`config.mk`:
```
export PLATFORM = sky130hd
export DESIGN_NAME = whack_detector
export DESIGN_NICKNAME = d
export VERILOG_FILES = /design/src/rtl/whack_pkg.sv /design/src/rtl/switch_debouncer.sv /design/src/rtl/whack_detector.sv
export SDC_FILE = /design/constraint.sdc
export NUM_CORES = 1
export LEC_CHECK = 0
export ABC_AREA = 1
export ABC_CLOCK_PERIOD_IN_PS = 2620
export CORE_ASPECT_RATIO = 0.8
export CORE_MARGIN = 1
export CORE_UTILIZATION = 45
export CTS_CLUSTER_SIZE = 10
export DETAILED_ROUTE_END_ITERATION = 8
export GPL_ROUTABILITY_DRIVEN = 0
export PLACE_DENSITY = 0.78
export SLEW_MARGIN = 5
export SYNTH_ARGS = -nofsm -noshare
export SYNTH_HDL_FRONTEND = slang
export SYNTH_SLANG_ARGS = --single-unit
```
`constraint.sdc`:
```
create_clock -name clock_i -period 2.62 [get_ports clock_i]
set_clock_uncertainty 0.2 [all_clocks]
set_input_delay 0.524 -clock clock_i [delete_from_list [all_inputs] [get_ports clock_i]]
set_output_delay 0.524 -clock clock_i [all_outputs]
set_load 0.1 [all_outputs]
```
`src/rtl/whack_pkg.sv`:
```
// Shared constants, event kinds and the lowest-index picker for the whack detector.
package whack_pkg;

    localparam int NUM_MOLES_C = 16;
    localparam int SCORE_MAX_C = 9999;
    localparam int IDX_W_C     = 4;

    typedef enum logic [1:0] {
        EV_NONE = 2'd0,
        EV_HIT  = 2'd1,
        EV_MISS = 2'd2
    } ev_kind_e;

    function automatic logic [IDX_W_C-1:0] lowest_set_idx(input logic [NUM_MOLES_C-1:0] mask);
        logic [IDX_W_C-1:0] idx;
        idx = '0;
        // Walk downwards so the lowest set bit is the last one written.
        for (int i = NUM_MOLES_C - 1; i >= 0; i--) begin
            if (mask[i]) idx = IDX_W_C'(i);
        end
        return idx;
    endfunction

endpackage

```
`src/rtl/switch_debouncer.sv`:
```
// Two-flop synchroniser plus tick-sampled debounce; emits a one-cycle flip per accepted switch change.
module switch_debouncer
    import whack_pkg::*;
#(
    parameter int N = NUM_MOLES_C
) (
    input  logic         clock_i,
    input  logic         reset_i,
    input  logic         i_tick,
    input  logic [N-1:0] i_raw,
    output logic [N-1:0] o_deb,
    output logic [N-1:0] o_flip
);

    logic [N-1:0] r_sync1;
    logic [N-1:0] r_sync2;
    logic [N-1:0] r_snap;
    logic [N-1:0] r_deb;
    logic         r_init;
    logic [N-1:0] w_flip;

    // Accept a bit once it reads the same on two consecutive ticks and differs from the held value.
    assign w_flip = {N{i_tick & r_init}} & ~(r_sync2 ^ r_snap) & (r_sync2 ^ r_deb);

    always_ff @(posedge clock_i or negedge reset_i) begin
        if (!reset_i) begin
            r_sync1 <= '0;
            r_sync2 <= '0;
            r_snap  <= '0;
            r_deb   <= '0;
            r_init  <= 1'b0;
        end else begin
            r_sync1 <= i_raw;
            r_sync2 <= r_sync1;
            if (i_tick) begin
                r_snap <= r_sync2;
                if (!r_init) begin
                    r_deb  <= r_sync2;
                    r_init <= 1'b1;
                end else begin
                    r_deb <= r_deb ^ w_flip;
                end
            end
        end
    end

    assign o_deb  = r_deb;
    assign o_flip = w_flip;

endmodule

```
`src/rtl/whack_detector.sv`:
```
// Turns debounced switch flips into hit/miss events against the lit moles and keeps saturating scores.
// Optional WHACK_MISS_PENALTY_EN: each miss also takes one point off the hit count (floored at 0).
module whack_detector
    import whack_pkg::*;
#(
    parameter int NUM_MOLES       = NUM_MOLES_C,
    parameter int DEBOUNCE_CYCLES = 100000,
    parameter int SCORE_MAX       = SCORE_MAX_C
) (
    input  logic                 clock_i,
    input  logic                 reset_i,
    input  logic                 enable_i,
    input  logic                 clear_i,
    input  logic [NUM_MOLES-1:0] moles_i,
    input  logic [NUM_MOLES-1:0] switches_i,
    output logic                 whack_o,
    output logic                 miss_o,
    output logic [IDX_W_C-1:0]   event_idx_o,
    output logic [NUM_MOLES-1:0] mole_clear_o,
    output logic [15:0]          hit_count_o,
    output logic [15:0]          miss_count_o
);

    localparam int                 PRESC_W    = (DEBOUNCE_CYCLES > 1) ? $clog2(DEBOUNCE_CYCLES) : 1;
    localparam logic [PRESC_W-1:0] PRESC_LAST = PRESC_W'(DEBOUNCE_CYCLES - 1);
    localparam logic [15:0]        CNT_MAX    = 16'(SCORE_MAX);

    logic [PRESC_W-1:0]   r_presc;
    logic                 w_tick;
    logic [NUM_MOLES-1:0] w_flip;
    logic [NUM_MOLES-1:0] w_deb_unused;
    logic [NUM_MOLES-1:0] r_pending;
    logic [NUM_MOLES-1:0] w_serviced;
    logic [IDX_W_C-1:0]   w_sel_idx;
    ev_kind_e             w_kind;

    logic                 r_whack;
    logic                 r_miss;
    logic [IDX_W_C-1:0]   r_idx;
    logic [NUM_MOLES-1:0] r_mole_clear;
    logic [15:0]          r_hit_cnt;
    logic [15:0]          r_miss_cnt;

    assign w_tick = (r_presc == PRESC_LAST);

    always_ff @(posedge clock_i or negedge reset_i) begin
        if (!reset_i) begin
            r_presc <= '0;
        end else if (w_tick) begin
            r_presc <= '0;
        end else begin
            r_presc <= r_presc + 1'b1;
        end
    end

    switch_debouncer #(
        .N (NUM_MOLES)
    ) u_debouncer (
        .clock_i (clock_i),
        .reset_i (reset_i),
        .i_tick  (w_tick),
        .i_raw   (switches_i),
        .o_deb   (w_deb_unused),
        .o_flip  (w_flip)
    );

    // One event per cycle: the lowest pending switch, classified against the mole pattern right now.
    always_comb begin
        w_sel_idx  = lowest_set_idx(r_pending);
        w_serviced = '0;
        w_kind     = EV_NONE;
        if (enable_i && (r_pending != '0)) begin
            w_serviced[w_sel_idx] = 1'b1;
            w_kind                = moles_i[w_sel_idx] ? EV_HIT : EV_MISS;
        end
    end

    always_ff @(posedge clock_i or negedge reset_i) begin
        if (!reset_i) begin
            r_pending    <= '0;
            r_whack      <= 1'b0;
            r_miss       <= 1'b0;
            r_idx        <= '0;
            r_mole_clear <= '0;
        end else begin
            if (!enable_i) begin
                r_pending <= '0;
            end else begin
                r_pending <= (r_pending & ~w_serviced) | w_flip;
            end
            r_whack      <= (w_kind == EV_HIT);
            r_miss       <= (w_kind == EV_MISS);
            r_mole_clear <= (w_kind == EV_HIT) ? w_serviced : '0;
            if (w_kind != EV_NONE) begin
                r_idx <= w_sel_idx;
            end
        end
    end

    // Clear wins over any score change landing in the same cycle.
    always_ff @(posedge clock_i or negedge reset_i) begin
        if (!reset_i) begin
            r_hit_cnt  <= '0;
            r_miss_cnt <= '0;
        end else if (clear_i) begin
            r_hit_cnt  <= '0;
            r_miss_cnt <= '0;
        end else if (w_kind == EV_HIT) begin
            if (r_hit_cnt < CNT_MAX) begin
                r_hit_cnt <= r_hit_cnt + 16'd1;
            end
        end else if (w_kind == EV_MISS) begin
            if (r_miss_cnt < CNT_MAX) begin
                r_miss_cnt <= r_miss_cnt + 16'd1;
            end
`ifdef WHACK_MISS_PENALTY_EN
            if (r_hit_cnt != 16'd0) begin
                r_hit_cnt <= r_hit_cnt - 16'd1;
            end
`else
            r_hit_cnt <= r_hit_cnt;
`endif
        end
    end

    assign whack_o      = r_whack;
    assign miss_o       = r_miss;
    assign event_idx_o  = r_idx;
    assign mole_clear_o = r_mole_clear;
    assign hit_count_o  = r_hit_cnt;
    assign miss_count_o = r_miss_cnt;

endmodule
```
==> run metrics <==
outcome completed; Ys Warns 0; post-route ant nets 0; Tcrit/Tclk final 99.73%; VDD IR max 0.4459 mV; f_max 382.7 MHz; I/O Buffers 89; vias in the first global route 5,840; Placement Cell Area 8469 sq um; Worst Max-Slew Pin Slew 1.090 ns; Worst path slowest cell dfrtp_1; share of layout cells above drive strength 1 16.53%; total congestion overflow 0; highest-count cells in the layout ignoring fill and taps nand2_1 (205), dfrtp_1 (150), inv_1 (143); design area 9425 sq um; NetSw 0.001277 W; clock transition at the registers of the reported paths 0.06 ns; CP max stage delay 0.38 ns; overall die height 116.6 microns; DRC 0; clock share of power 47.6%; CTS tree built; Initial DRC Count 564; Sw Share 24.08%; Sinks on Clock Net 152; RSZ-0062 raised after global routing yes; Tmin final 2.613 ns; DP HPWL 11.39 mm; crit start category flop; Pleak 4.739 nW; synth unique cells 30; clk buf depth 2; max_slew headroom 27.31%; TritonCTS buffer count 17; drt wl/cell 13.79 microns; largest net degree at the start of global routing 67; classification of the worst-slack hold path reg -> reg; global-route wire length before repair 27.93 mm; vias 6,455; worst flop-to-flop path endpoint hit_count_o[5]; Via density 5.067; # diodes 0; Mapped Avg Cell Area 7.897 sq um; row count 41; register area share after synthesis 51.52%; CTS H-Tree Depth 4; net count after synthesis 974; Worst-Skew Late Latency 0.42 ns; cell family with most CP delay simple AND/OR/NAND/NOR gates; Initial Util 46.43%; part of the power in registers 45.6%; drt pass-1 iters 6; Required @ worst endpoint 2.73 ns; Hold EP u_debouncer.r_sync2[6]; GR Util All Layers 20.76%; final wirelength 17.57 mm; critical path fanouts, max 6; R2R cell count 26; Int Pwr 0.004027 W; reg2reg setup slack 0.007 ns; MaxCap Viol Count 0; PD cells 562.7 nW/um^2; CP Buf/Inv Count 1; Post-Layout Cell Count 1,274; synthesized netlist cell count 935; CTS root buf clkbuf_16; logic gate share of total power 6.8%; Slew Viols, Final 0; critical path class reg -> reg; initial antenna violation count 0; Final setup viols 0; Nets 1,085; Inst Count DP 1,231; I/O pin cnt 90; r2r startpoint r_pending[14]; die area 16,930 sq um; Fin. Hold Viols 0; Mapped Area 7383 sq um; Critical Path AT 2.72 ns; most used cell, CP nand2_1; Syn-to-layout area delta 27.66%; Setup TNS 0 ns; commonest non-fill, non-tap cell in the layout nand2_1; hold depth 0; Worst Min Path Start u_debouncer.r_sync1[6]; FF+latch count, synth 152; Die Wd 145.2 microns; core area 15,900 sq um; Critical Path Sink Type flop
-- synthesized netlist by cell type --
master / number / share of area, %
ha_1: 3 / 0.51
nand3_2: 2 / 0.27
o31ai_1: 16 / 1.6
nand3b_1: 1 / 0.10
o211ai_1: 1 / 0.10
dfrtp_1: 152 / 52
nor3_1: 21 / 1.4
buf_4: 3 / 0.31
inv_1: 146 / 7.4
buf_6: 2 / 0.31
nor2_4: 1 / 0.15
inv_2: 2 / 0.10
o21ai_0: 76 / 5.2
xnor2_1: 2 / 0.24
or2_2: 2 / 0.17
buf_2: 2 / 0.14
nand3_1: 72 / 4.9
a31oi_1: 1 / 0.085
nand2_4: 5 / 0.76
nor4_1: 8 / 0.68
nor2_1: 105 / 5.3
a211oi_1: 1 / 0.10
a21oi_2: 1 / 0.12
clkbuf_1: 20 / 1.0
nand4_1: 21 / 1.8
nand2_1: 214 / 11
xor2_1: 20 / 2.4
nand2_2: 7 / 0.59
a21oi_1: 26 / 1.8
buf_1: 2 / 0.10
-- what timing repair did --
action | in CTS | in global routing
setup endpoints to repair | 11 | 49
buffers inserted | 0 | 7
pin swaps | 0 | 30
endpoints found under the hold margin | 34 | 0
hold buffers | 1 | 0
gates resized for setup | 2 | 52
gates cloned | 0 | 3
-- worst max-delay path by stage --
stage	start	to	slack, ns	cells after the start
detailed placement	r_pending[14]	hit_count_o[12]	-0.04	26
CTS	r_pending[13]	miss_count_o[0]	0.02	25
finish	r_pending[14]	hit_count_o[5]	0.007	26
global placement	r_pending[10]	miss_count_o[11]	0.02	14
floorplan	hit_count_o[0]	hit_count_o[10]	0.01	11
global route	r_pending[15]	miss_count_o[0]	-0.22	21
-- layer usage --
| layer | vias up | wire length (microns) | GRT usage [%] |
|---|---|---|---|
| li1 | 3193 | - | - |
| met1 | 3031 | 8211 | 28.26 |
| met2 | 213 | 8160 | 32.60 |
| met3 | 18 | 966 | 5.234 |
| met4 | 0 | 234 | 7.228 |
| met5 | - | 0 | 0 |
-- logic make-up (layout without fill, tap and decap cells) --
| logic type | count (synthesis) | after routing | share of synthesized area [%] |
|---|---|---|---|
| compound gates | 122 | 122 | 8.948 |
| xor+xnor | 22 | 22 | 2.610 |
| fa+ha+maj | 3 | 3 | 0.5084 |
| buf+inv | 177 | 300 | 9.388 |
| flops | 152 | 152 | 51.52 |
| simple gates | 459 | 460 | 27.03 |
-- layout make-up --
cell class	instances	area (sq um)
clock inverter	13	167.7
sequential	152	3806
multi-input combinational	607	3097
inverter	148	555.5
timing repair buffer	120	1087
clock buffer	19	442.9
fill	1309	6477
tap	215	269.0
-- stage by stage --
stage	setup slack (ns)	util [%]	power (W)	hold WS [ns]
6_report	0.006951	59.27	0.005304	0.1447
3_5_place_dp	-0.04181	53.26	0.002807	0.1347
2_1_floorplan	0.01188	-	0.002643	0.02841
3_3_place_gp	0.02038	53.26	0.002803	0.1324
4_1_cts	0.01512	57.22	0.005334	0.1485
5_1_grt	-0.2160	59.27	0.005481	0.1513
-- power groups by stage --
stage	sequential (W)	clock, W	combinational [W]
2_1_floorplan	0.00258	0	0.0000643
3_3_place_gp	0.00246	0	0.000341
3_5_place_dp	0.00246	0	0.000344
4_1_cts	0.00242	0.00257	0.000348
5_1_grt	0.00242	0.00267	0.000386
6_report	0.00242	0.00252	0.000360
No activity file was read; power rests on OpenSTA's default activity.
